## config.mk

```make
export PLATFORM = sky130hd
export DESIGN_NAME = store_rmw_unit_flat
export DESIGN_NICKNAME = d
export VERILOG_FILES = /design/src/rtl/store_rmw_if.sv /design/src/rtl/store_rmw_unit.sv /design/src/flat_wrapper.sv
export SDC_FILE = /design/constraint.sdc
export NUM_CORES = 1
export LEC_CHECK = 0
export ABC_AREA = 1
export CORE_ASPECT_RATIO = 1.25
export CORE_MARGIN = 2
export CORE_UTILIZATION = 30
export DETAILED_ROUTE_END_ITERATION = 10
export SLEW_MARGIN = 0
export SYNTH_ARGS = -nofsm -noshare
export SYNTH_HDL_FRONTEND = slang
export SYNTH_SLANG_ARGS = --single-unit
```

## constraint.sdc

```tcl
create_clock -name clk -period 2.2 [get_ports clk]
set_input_delay 0.22 -clock clk [delete_from_list [all_inputs] [get_ports clk]]
set_output_delay 0.22 -clock clk [all_outputs]
set_load 0.05 [all_outputs]
```

## src/rtl/store_rmw_if.sv

```systemverilog
`default_nettype none
// ============================================================================
// Module      : store_rmw_if
// Description : Bus bundle between the control unit / data memory (master)
//               and the store read-modify-write unit (slave).
//   START     request pulse from the control unit
//   ADDR      byte address of the store
//   B         store data (low byte / half / word used)
//   CT        store type: 0 word, 1 halfword, 2 byte, 3 illegal
//   MR        memory read data
//   MEM_ADDR  word-aligned memory address
//   MEM_RD    memory read strobe
//   MEM_WR    memory write strobe
//   WDATA     merged write data
//   BUSY      unit is not idle
//   DONE      one-cycle completion pulse
//   ERR       one-cycle error pulse, coincident with DONE
// Revision    : 1.0 - initial release
// ============================================================================
interface store_rmw_if #(
  parameter int DATA_W = 32,
  parameter int ADDR_W = 32
);
  logic              START;
  logic [ADDR_W-1:0] ADDR;
  logic [DATA_W-1:0] B;
  logic [1:0]        CT;
  logic [DATA_W-1:0] MR;
  logic [ADDR_W-1:0] MEM_ADDR;
  logic              MEM_RD;
  logic              MEM_WR;
  logic [DATA_W-1:0] WDATA;
  logic              BUSY;
  logic              DONE;
  logic              ERR;

  modport master (
    output START, ADDR, B, CT, MR,
    input  MEM_ADDR, MEM_RD, MEM_WR, WDATA, BUSY, DONE, ERR
  );

  modport slave (
    input  START, ADDR, B, CT, MR,
    output MEM_ADDR, MEM_RD, MEM_WR, WDATA, BUSY, DONE, ERR
  );
endinterface
`default_nettype wire

```

## src/rtl/store_rmw_unit.sv

```systemverilog
`default_nettype none
// ============================================================================
// Module      : store_rmw_unit
// Description : Sequential word / halfword / byte store engine. Word stores
//               write straight through; sub-word stores read the containing
//               word, merge the selected lane(s) little-endian and write the
//               word back. BUSY/DONE let the control FSM stall on it.
// Ports       :
//   clk       clock, rising edge
//   reset     asynchronous active-low reset
//   bus       store_rmw_if.slave (request, memory and status signals)
// Parameters  : DATA_W (multiple of 16), ADDR_W, MEM_LAT (1..7)
// Revision    : 1.0 - initial release
// ============================================================================
module store_rmw_unit #(
  parameter int DATA_W  = 32,
  parameter int ADDR_W  = 32,
  parameter int MEM_LAT = 1
) (
  input  logic        clk,
  input  logic        reset,
  store_rmw_if.slave  bus
);

  localparam int LANES = DATA_W / 8;

  localparam logic [2:0] S_IDLE = 3'd0;
  localparam logic [2:0] S_RD   = 3'd1;
  localparam logic [2:0] S_WAIT = 3'd2;
  localparam logic [2:0] S_WR   = 3'd3;
  localparam logic [2:0] S_FIN  = 3'd4;

  localparam logic [1:0] CT_WORD = 2'd0;
  localparam logic [1:0] CT_HALF = 2'd1;
  localparam logic [1:0] CT_BYTE = 2'd2;
  localparam logic [1:0] CT_ILL  = 2'd3;

  // Counter value of the final WAIT cycle.
  localparam logic [2:0] LAT_LAST = 3'(MEM_LAT - 1);

  logic [2:0]        state_q, state_d;
  logic [ADDR_W-1:0] addr_q,  addr_d;
  logic [15:0]       bhw_q,   bhw_d;   // only the low half of B feeds a merge
  logic [1:0]        ct_q,    ct_d;
  logic              err_q,   err_d;
  logic [2:0]        cnt_q,   cnt_d;
  logic [DATA_W-1:0] wdat_q,  wdat_d;  // word to be written in WR

  logic              req_err;
  logic [DATA_W-1:0] merge_word;

  // Illegal type or misaligned address, judged on the live request.
  assign req_err = (bus.CT == CT_ILL) ||
                   ((bus.CT == CT_WORD) && (bus.ADDR[1:0] != 2'b00)) ||
                   ((bus.CT == CT_HALF) && bus.ADDR[0]);

  // Little-endian lane merge of the latched store data into MR.
  always_comb begin
    merge_word = bus.MR;
    for (int i = 0; i < LANES; i++) begin
      if ((ct_q == CT_BYTE) && (i == int'(addr_q[1:0]))) begin
        merge_word[8*i +: 8] = bhw_q[7:0];
      end else if ((ct_q == CT_HALF) && ((i / 2) == int'(addr_q[1]))) begin
        merge_word[8*i +: 8] = ((i % 2) == 0) ? bhw_q[7:0] : bhw_q[15:8];
      end
    end
  end

  always_comb begin
    state_d = state_q;
    addr_d  = addr_q;
    bhw_d   = bhw_q;
    ct_d    = ct_q;
    err_d   = err_q;
    cnt_d   = cnt_q;
    wdat_d  = wdat_q;
    case (state_q)
      S_IDLE: begin
        if (bus.START) begin
          addr_d = bus.ADDR;
          bhw_d  = bus.B[15:0];
          ct_d   = bus.CT;
          err_d  = req_err;
          // Word stores write B unchanged; sub-word paths overwrite this
          // with the merged word at the end of WAIT.
          wdat_d = bus.B;
          if (req_err) begin
            state_d = S_FIN;
          end else if (bus.CT == CT_WORD) begin
            state_d = S_WR;
          end else begin
            state_d = S_RD;
          end
        end
      end
      S_RD: begin
        cnt_d   = 3'd0;
        state_d = S_WAIT;
      end
      S_WAIT: begin
        if (cnt_q == LAT_LAST) begin
          wdat_d  = merge_word;
          state_d = S_WR;
        end else begin
          cnt_d = cnt_q + 3'd1;
        end
      end
      S_WR: begin
        state_d = S_FIN;
      end
      S_FIN: begin
        err_d   = 1'b0;
        state_d = S_IDLE;
      end
      default: begin
        state_d = S_IDLE;
      end
    endcase
  end

  always_ff @(posedge clk or negedge reset) begin
    if (!reset) begin
      state_q <= S_IDLE;
      addr_q  <= '0;
      bhw_q   <= '0;
      ct_q    <= CT_WORD;
      err_q   <= 1'b0;
      cnt_q   <= 3'd0;
      wdat_q  <= '0;
    end else begin
      state_q <= state_d;
      addr_q  <= addr_d;
      bhw_q   <= bhw_d;
      ct_q    <= ct_d;
      err_q   <= err_d;
      cnt_q   <= cnt_d;
      wdat_q  <= wdat_d;
    end
  end

  // All outputs decode from registered state, so START never reaches them
  // combinationally.
  assign bus.MEM_RD   = (state_q == S_RD);
  assign bus.MEM_WR   = (state_q == S_WR);
  assign bus.BUSY     = (state_q != S_IDLE);
  assign bus.DONE     = (state_q == S_FIN);
  assign bus.ERR      = (state_q == S_FIN) && err_q;
  assign bus.MEM_ADDR = (state_q == S_IDLE) ? '0 : {addr_q[ADDR_W-1:2], 2'b00};
  assign bus.WDATA    = (state_q == S_WR) ? wdat_q : '0;

endmodule
`default_nettype wire

```

## src/flat_wrapper.sv

```systemverilog
// flat-port wrapper written by rule: the top's interface ports become plain ports
module store_rmw_unit_flat 
#(
  parameter int DATA_W  = 32,
  parameter int ADDR_W  = 32,
  parameter int MEM_LAT = 1
)
  (clk, reset, bus_START, bus_ADDR, bus_B, bus_CT, bus_MR, bus_MEM_ADDR, bus_MEM_RD, bus_MEM_WR, bus_WDATA, bus_BUSY, bus_DONE, bus_ERR);
  store_rmw_if #(.DATA_W(DATA_W), .ADDR_W(ADDR_W)) bus_i ();
  input  logic clk;
  input  logic reset;
  input wire logic [$bits(bus_i.START)-1:0] bus_START;
  input wire logic [$bits(bus_i.ADDR)-1:0] bus_ADDR;
  input wire logic [$bits(bus_i.B)-1:0] bus_B;
  input wire logic [$bits(bus_i.CT)-1:0] bus_CT;
  input wire logic [$bits(bus_i.MR)-1:0] bus_MR;
  output wire logic [$bits(bus_i.MEM_ADDR)-1:0] bus_MEM_ADDR;
  output wire logic [$bits(bus_i.MEM_RD)-1:0] bus_MEM_RD;
  output wire logic [$bits(bus_i.MEM_WR)-1:0] bus_MEM_WR;
  output wire logic [$bits(bus_i.WDATA)-1:0] bus_WDATA;
  output wire logic [$bits(bus_i.BUSY)-1:0] bus_BUSY;
  output wire logic [$bits(bus_i.DONE)-1:0] bus_DONE;
  output wire logic [$bits(bus_i.ERR)-1:0] bus_ERR;
  assign bus_i.START = bus_START;
  assign bus_i.ADDR = bus_ADDR;
  assign bus_i.B = bus_B;
  assign bus_i.CT = bus_CT;
  assign bus_i.MR = bus_MR;
  assign bus_MEM_ADDR = bus_i.MEM_ADDR;
  assign bus_MEM_RD = bus_i.MEM_RD;
  assign bus_MEM_WR = bus_i.MEM_WR;
  assign bus_WDATA = bus_i.WDATA;
  assign bus_BUSY = bus_i.BUSY;
  assign bus_DONE = bus_i.DONE;
  assign bus_ERR = bus_i.ERR;
  store_rmw_unit #(.DATA_W(DATA_W), .ADDR_W(ADDR_W), .MEM_LAT(MEM_LAT)) u_core (.clk(clk), .reset(reset), .bus(bus_i));
endmodule
```

# Word level (Yosys, flattened, before mapping)
# Cells that the tools add are included.
# word_totals
wordCells,70
reg_bits,89
output_inout_bits,69
input_bits,101
# op_classes
n_reduce_logical,25
n_bitwise,1
add_sub_neg,1
n_mux,22
n_eq_ne,14
# ops
op,n
$mux 32,4
$mux 8,8
$pmux 32 s2,1
$mux 3,4
$pmux 3 s4,1
$logic_and 1x1->1,9
$reduce_and 2->1,4
$reduce_bool 2->1,4
$eq 3x2->1 const B,2
$logic_not 3->1,2
$pmux 3 s2,1
$eq 2x1->1 const B,2
$eq 2x2->1 const A,2
$eq 2x2->1 const B,2
$logic_not 2->1,2
$ne 2x2->1 const B,2
$add 3x1->3 const B,1
$eq 3x1->1 const B,1
$eq 3x3->1 const B,1
$reduce_and 3->1,1
$reduce_bool 3->1,1
$eq 1x2->1 const A,1
$logic_or 1x1->1,2
$mux 2,1
4 further kinds,4

# Longest topological paths before layout
# depth
depth_word,7
depth_mapped,9

# Least setup slack after synthesis
# OpenSTA, ideal clock, no wires.
# synth_path
path_kind,reg-to-output
startpoint,reg u_core.state_q[1]
endpoint,out bus_MEM_ADDR[10]
setup_slack_ns,0.131
arrival_time_ns,1.849
t_required_ns,1.980
stages_incl_launch_ff,6
path_cell_list,dfrtp_1 > nor2_2 > nand2_1 > inv_1 > buf_2 > nor2_1
# synth_between
elab_chain_len,2
# synth_lines
item,line_no,rtl
from (decl),store_rmw_unit.sv:41,"logic [2:0] state_q, state_d;"
from (signal assigned),store_rmw_unit.sv:131,state_q <= state_d;
$logic_not 3->1,store_rmw_unit.sv:148,"assign bus.MEM_ADDR = (state_q == S_IDLE) ? '0 : {addr_q[ADDR_W-1:2], 2'b00};"
$mux 32,store_rmw_unit.sv:148,
to (decl),flat_wrapper.sv:17,output wire logic [$bits(bus_i.MEM_ADDR)-1:0] bus_MEM_ADDR;
# Every way passes these cells.

# Worst setup path after layout
# layout_path
startpoint,reg u_core.state_q[2]
endpoint,out bus_MEM_RD
# layout_between
elab_chain_len,1
# layout_lines
item,line_no,rtl
$eq 3x1->1,store_rmw_unit.sv:143,assign bus.MEM_RD = (state_q == S_RD);
to (decl),flat_wrapper.sv:18,output wire logic [$bits(bus_i.MEM_RD)-1:0] bus_MEM_RD;
# Every way passes these cells.

==> run metrics <==
Mapped Area 0.00530 mm2; vias per cell 4.41; net switching power 0.00528 W; post-synth top area share 42.0%; DRT iter0 DRCs 224; top-count cell post-synth nand2_1; Worst Max-Slew Pin Slew 757 ps; Post-synth EDFFs 0; Synth area leaders dfrtp_1 42%, nand2_1 13%, inv_1 11%, nor2_1 7.3%, a21oi_1 6.3%; Synth warnings 0; post-synthesis cell count 785; Die X 123 um; Req. time, crit path 1980 ps; min-delay worst type in2reg; wire length per cell 13.6 um; fin crit share 96.3%; Reg power frac 26.8%; Final Max Slew Viols 0; Max Clk Rate 0.472 GHz; Pre-antenna DRT Iters 4; die height 153 um; post-CTS setup buffers 0; Die Area 0.0187 mm2; Most used DFF post-synth dfrtp_1; DR DRC count 0; Clock H-tree levels 3; sequential area share after synthesis 42.0%; Hold Vio Cnt, Final 0; ys async rst share 100%; PwrDens 1360 mW/mm2; CTS tree yes; Port Buffers 167; startpoint types register; area grow syn2layout 45.5%; Crit. End Element primary output; layout cells sized above 1 12.6%; largest net degree at the start of global routing 65; CP peak stage delay 800 ps; Critical path buffers and inverters 3; FF+latch count, synth 89; syn avg cell area 6.75 um2; total gr overflow 0; initial antenna violation count 0; clock share of power 14.4%; hpwl dp 11700 um; min cycle time layout 2120 ps; Gate power share 58.8%; Critical Path AT 1900 ps; clock latency reported for the late side of the worst-skew pair 350 ps; CTS buffer count 9; vias in the first global route 5048; Post-synth top cells 185 x nand2_1, 150 x inv_1, 103 x nor2_1, 89 x dfrtp_1, 67 x a21oi_1; Filler cells 1768; Inserted Diodes 0; Worst VDD drop 0.713 mV; CTS resizes 0; post-synth cell types 25; Core Box Area 0.0174 mm2; final wirelength 15900 um; vias 5145; setup TNS 0 ps; gpl congestion 0.883; Initial Util 30.5%; CTS max path bufs 2; IO Pins 170; root buffer cell clkbuf_16; Sinks on Clock Net 89; cells along the critical path inv_2, nand3_1, inv_1, clkdlybuf4s50_1; Static Leak 3.99 nW; status finished, final reports clean; cell taking the most area after synthesis dfrtp_1; Tot GR Track Use 17.3%; RSZ-0062 raised after global routing no; Rel. slew slack 49.6%; Clk pin slew, worst setup/hold paths 70 ps; max_cap viols 0; Clock Skews 9.16 ps; final setup vio count 0; hold_buf cts 1; first-pass GRT wire length 25400 um; Critical Path Slowest Stage Cell clkdlybuf4s50_1; final std cells w/o fill 1167; crit path max fanout 4; Switching Share 50.1%; Setup CP Type reg2out; DRT antenna net count 0; total internal power 0.00525 W; Placed Cells 1150; delay-heaviest family, CP buffers and inverters; Cell Rows 54; nets@finish 1041
## layout make-up
class	instances	area, um2	area share (%)
well taps	224	280	3.63
repair buffers	182	2070	26.9
clock buffers	11	253	3.28
clock inverters	5	40.0	0.519
multi-input cells	499	2250	29.2
flip-flops and latches	89	2230	28.9
inverters	157	589	7.64
## stage by stage
| stage | setup WS, ps | total power [W] | hold slack (ps) | cell area (um2) | utilization [%] |
|---|---|---|---|---|---|
| CTS | 67.9 | 0.0106 | 411 | 7710 | 44.4 |
| global placement | 468 | 0.00899 | 344 | 7410 | 42.7 |
| finish | 82.1 | 0.0105 | 421 | 7710 | 44.4 |
| detailed placement | 390 | 0.00908 | 349 | 7410 | 42.7 |
| floorplan | 131 | 0.00719 | -75.6 | 5300 | - |
| global route | 3.16 | 0.0113 | 435 | 7710 | 44.4 |
## power by group through the flow
stage          registers (W)  logic [W]  clock network, W
2_1_floorplan        0.00272    0.00447                 0
3_3_place_gp         0.00282    0.00617                 0
3_5_place_dp         0.00284    0.00624                 0
4_1_cts              0.00282    0.00625           0.00157
5_1_grt              0.00291    0.00679           0.00163
6_report             0.00282    0.00618           0.00152
## worst reg2reg max path: cells and delay by family, from the launching register on
family / cells / cell delay, ps
AND/OR/NAND/NOR: 5 / 1130
flip-flops: 1 / 370
AO/OA/AOI/OAI: 1 / 80
buffers and inverters: 1 / 160
## state kept, by name (all words and copies together), names as in the netlist
name            count
u_core.addr_q      32
u_core.wdat_q      32
u_core.bhw_q       16
u_core.cnt_q        3
u_core.state_q      3
u_core.ct_q         2
u_core.err_q        1
## path summary, 6_finish.rpt
| kind | startpoint | to | slack, ps | cells after the start |
|---|---|---|---|---|
| setup / recovery | u_core.state_q[2] | bus_MEM_RD | 80 | 4 |
| hold / removal | bus_ADDR[20] | u_core.addr_q[20] | 420 | 3 |
| setup reg to reg | u_core.ct_q[1] | u_core.wdat_q[4] | 360 | 7 |
| hold reg to reg | u_core.bhw_q[11] | u_core.bhw_q[11] | 520 | 2 |
| max in group asynchronous | reset | u_core.bhw_q[0] | 1070 | 3 |
| min in group asynchronous | reset | u_core.addr_q[29] | 500 | 2 |
## cells by family (layout without fill, tap and decap cells)
| family | Yosys count | after routing | synth area share (%) |
|---|---|---|---|
| flops | 89 | 89 | 42.0 |
| other cells | 1 | 2 | 0.0708 |
| fa+ha+maj | 2 | 2 | 0.472 |
| simple gates | 382 | 382 | 31.1 |
| compound gates | 113 | 113 | 10.7 |
| buf+inv | 198 | 355 | 15.6 |
## cell usage in the layout (no fill, tap or decap)
cell / synthesis / routed
a21oi_1: 67 / 67
nand4_1: 17 / 17
o211ai_1: 1 / 1
inv_2: 7 / 7
clkbuf_16: 0 / 9
buf_12: 0 / 36
clkinvlp_4: 0 / 3
dfrtp_1: 89 / 89
buf_4: 14 / 44
nand3_1: 61 / 61
o21ai_1: 6 / 6
nand2_1: 185 / 185
conb_1: 1 / 2
nand3_4: 3 / 3
o21ai_0: 39 / 39
nor2_2: 3 / 3
ha_1: 2 / 2
nand2_2: 4 / 4
nand3_2: 2 / 2
clkdlybuf4s50_1: 0 / 101
or2_2: 1 / 1
nor2_1: 103 / 103
clkinv_4: 0 / 2
nor2_4: 2 / 2
inv_1: 150 / 150
clkbuf_8: 0 / 2
dlygate4sd3_1: 0 / 1
nand2_4: 1 / 1
## per-layer routing
| layer | track usage, % | wire length (um) | vias up |
|---|---|---|---|
| met3 | 3.41 | 1010 | 18 |
| met1 | 20.2 | 6460 | 2291 |
| met2 | 30.8 | 8160 | 144 |
| met5 | 0 | 0 | - |
| met4 | 6.02 | 288 | 0 |
| li1 | - | - | 2692 |
No activity file was read; power rests on OpenSTA's default activity.
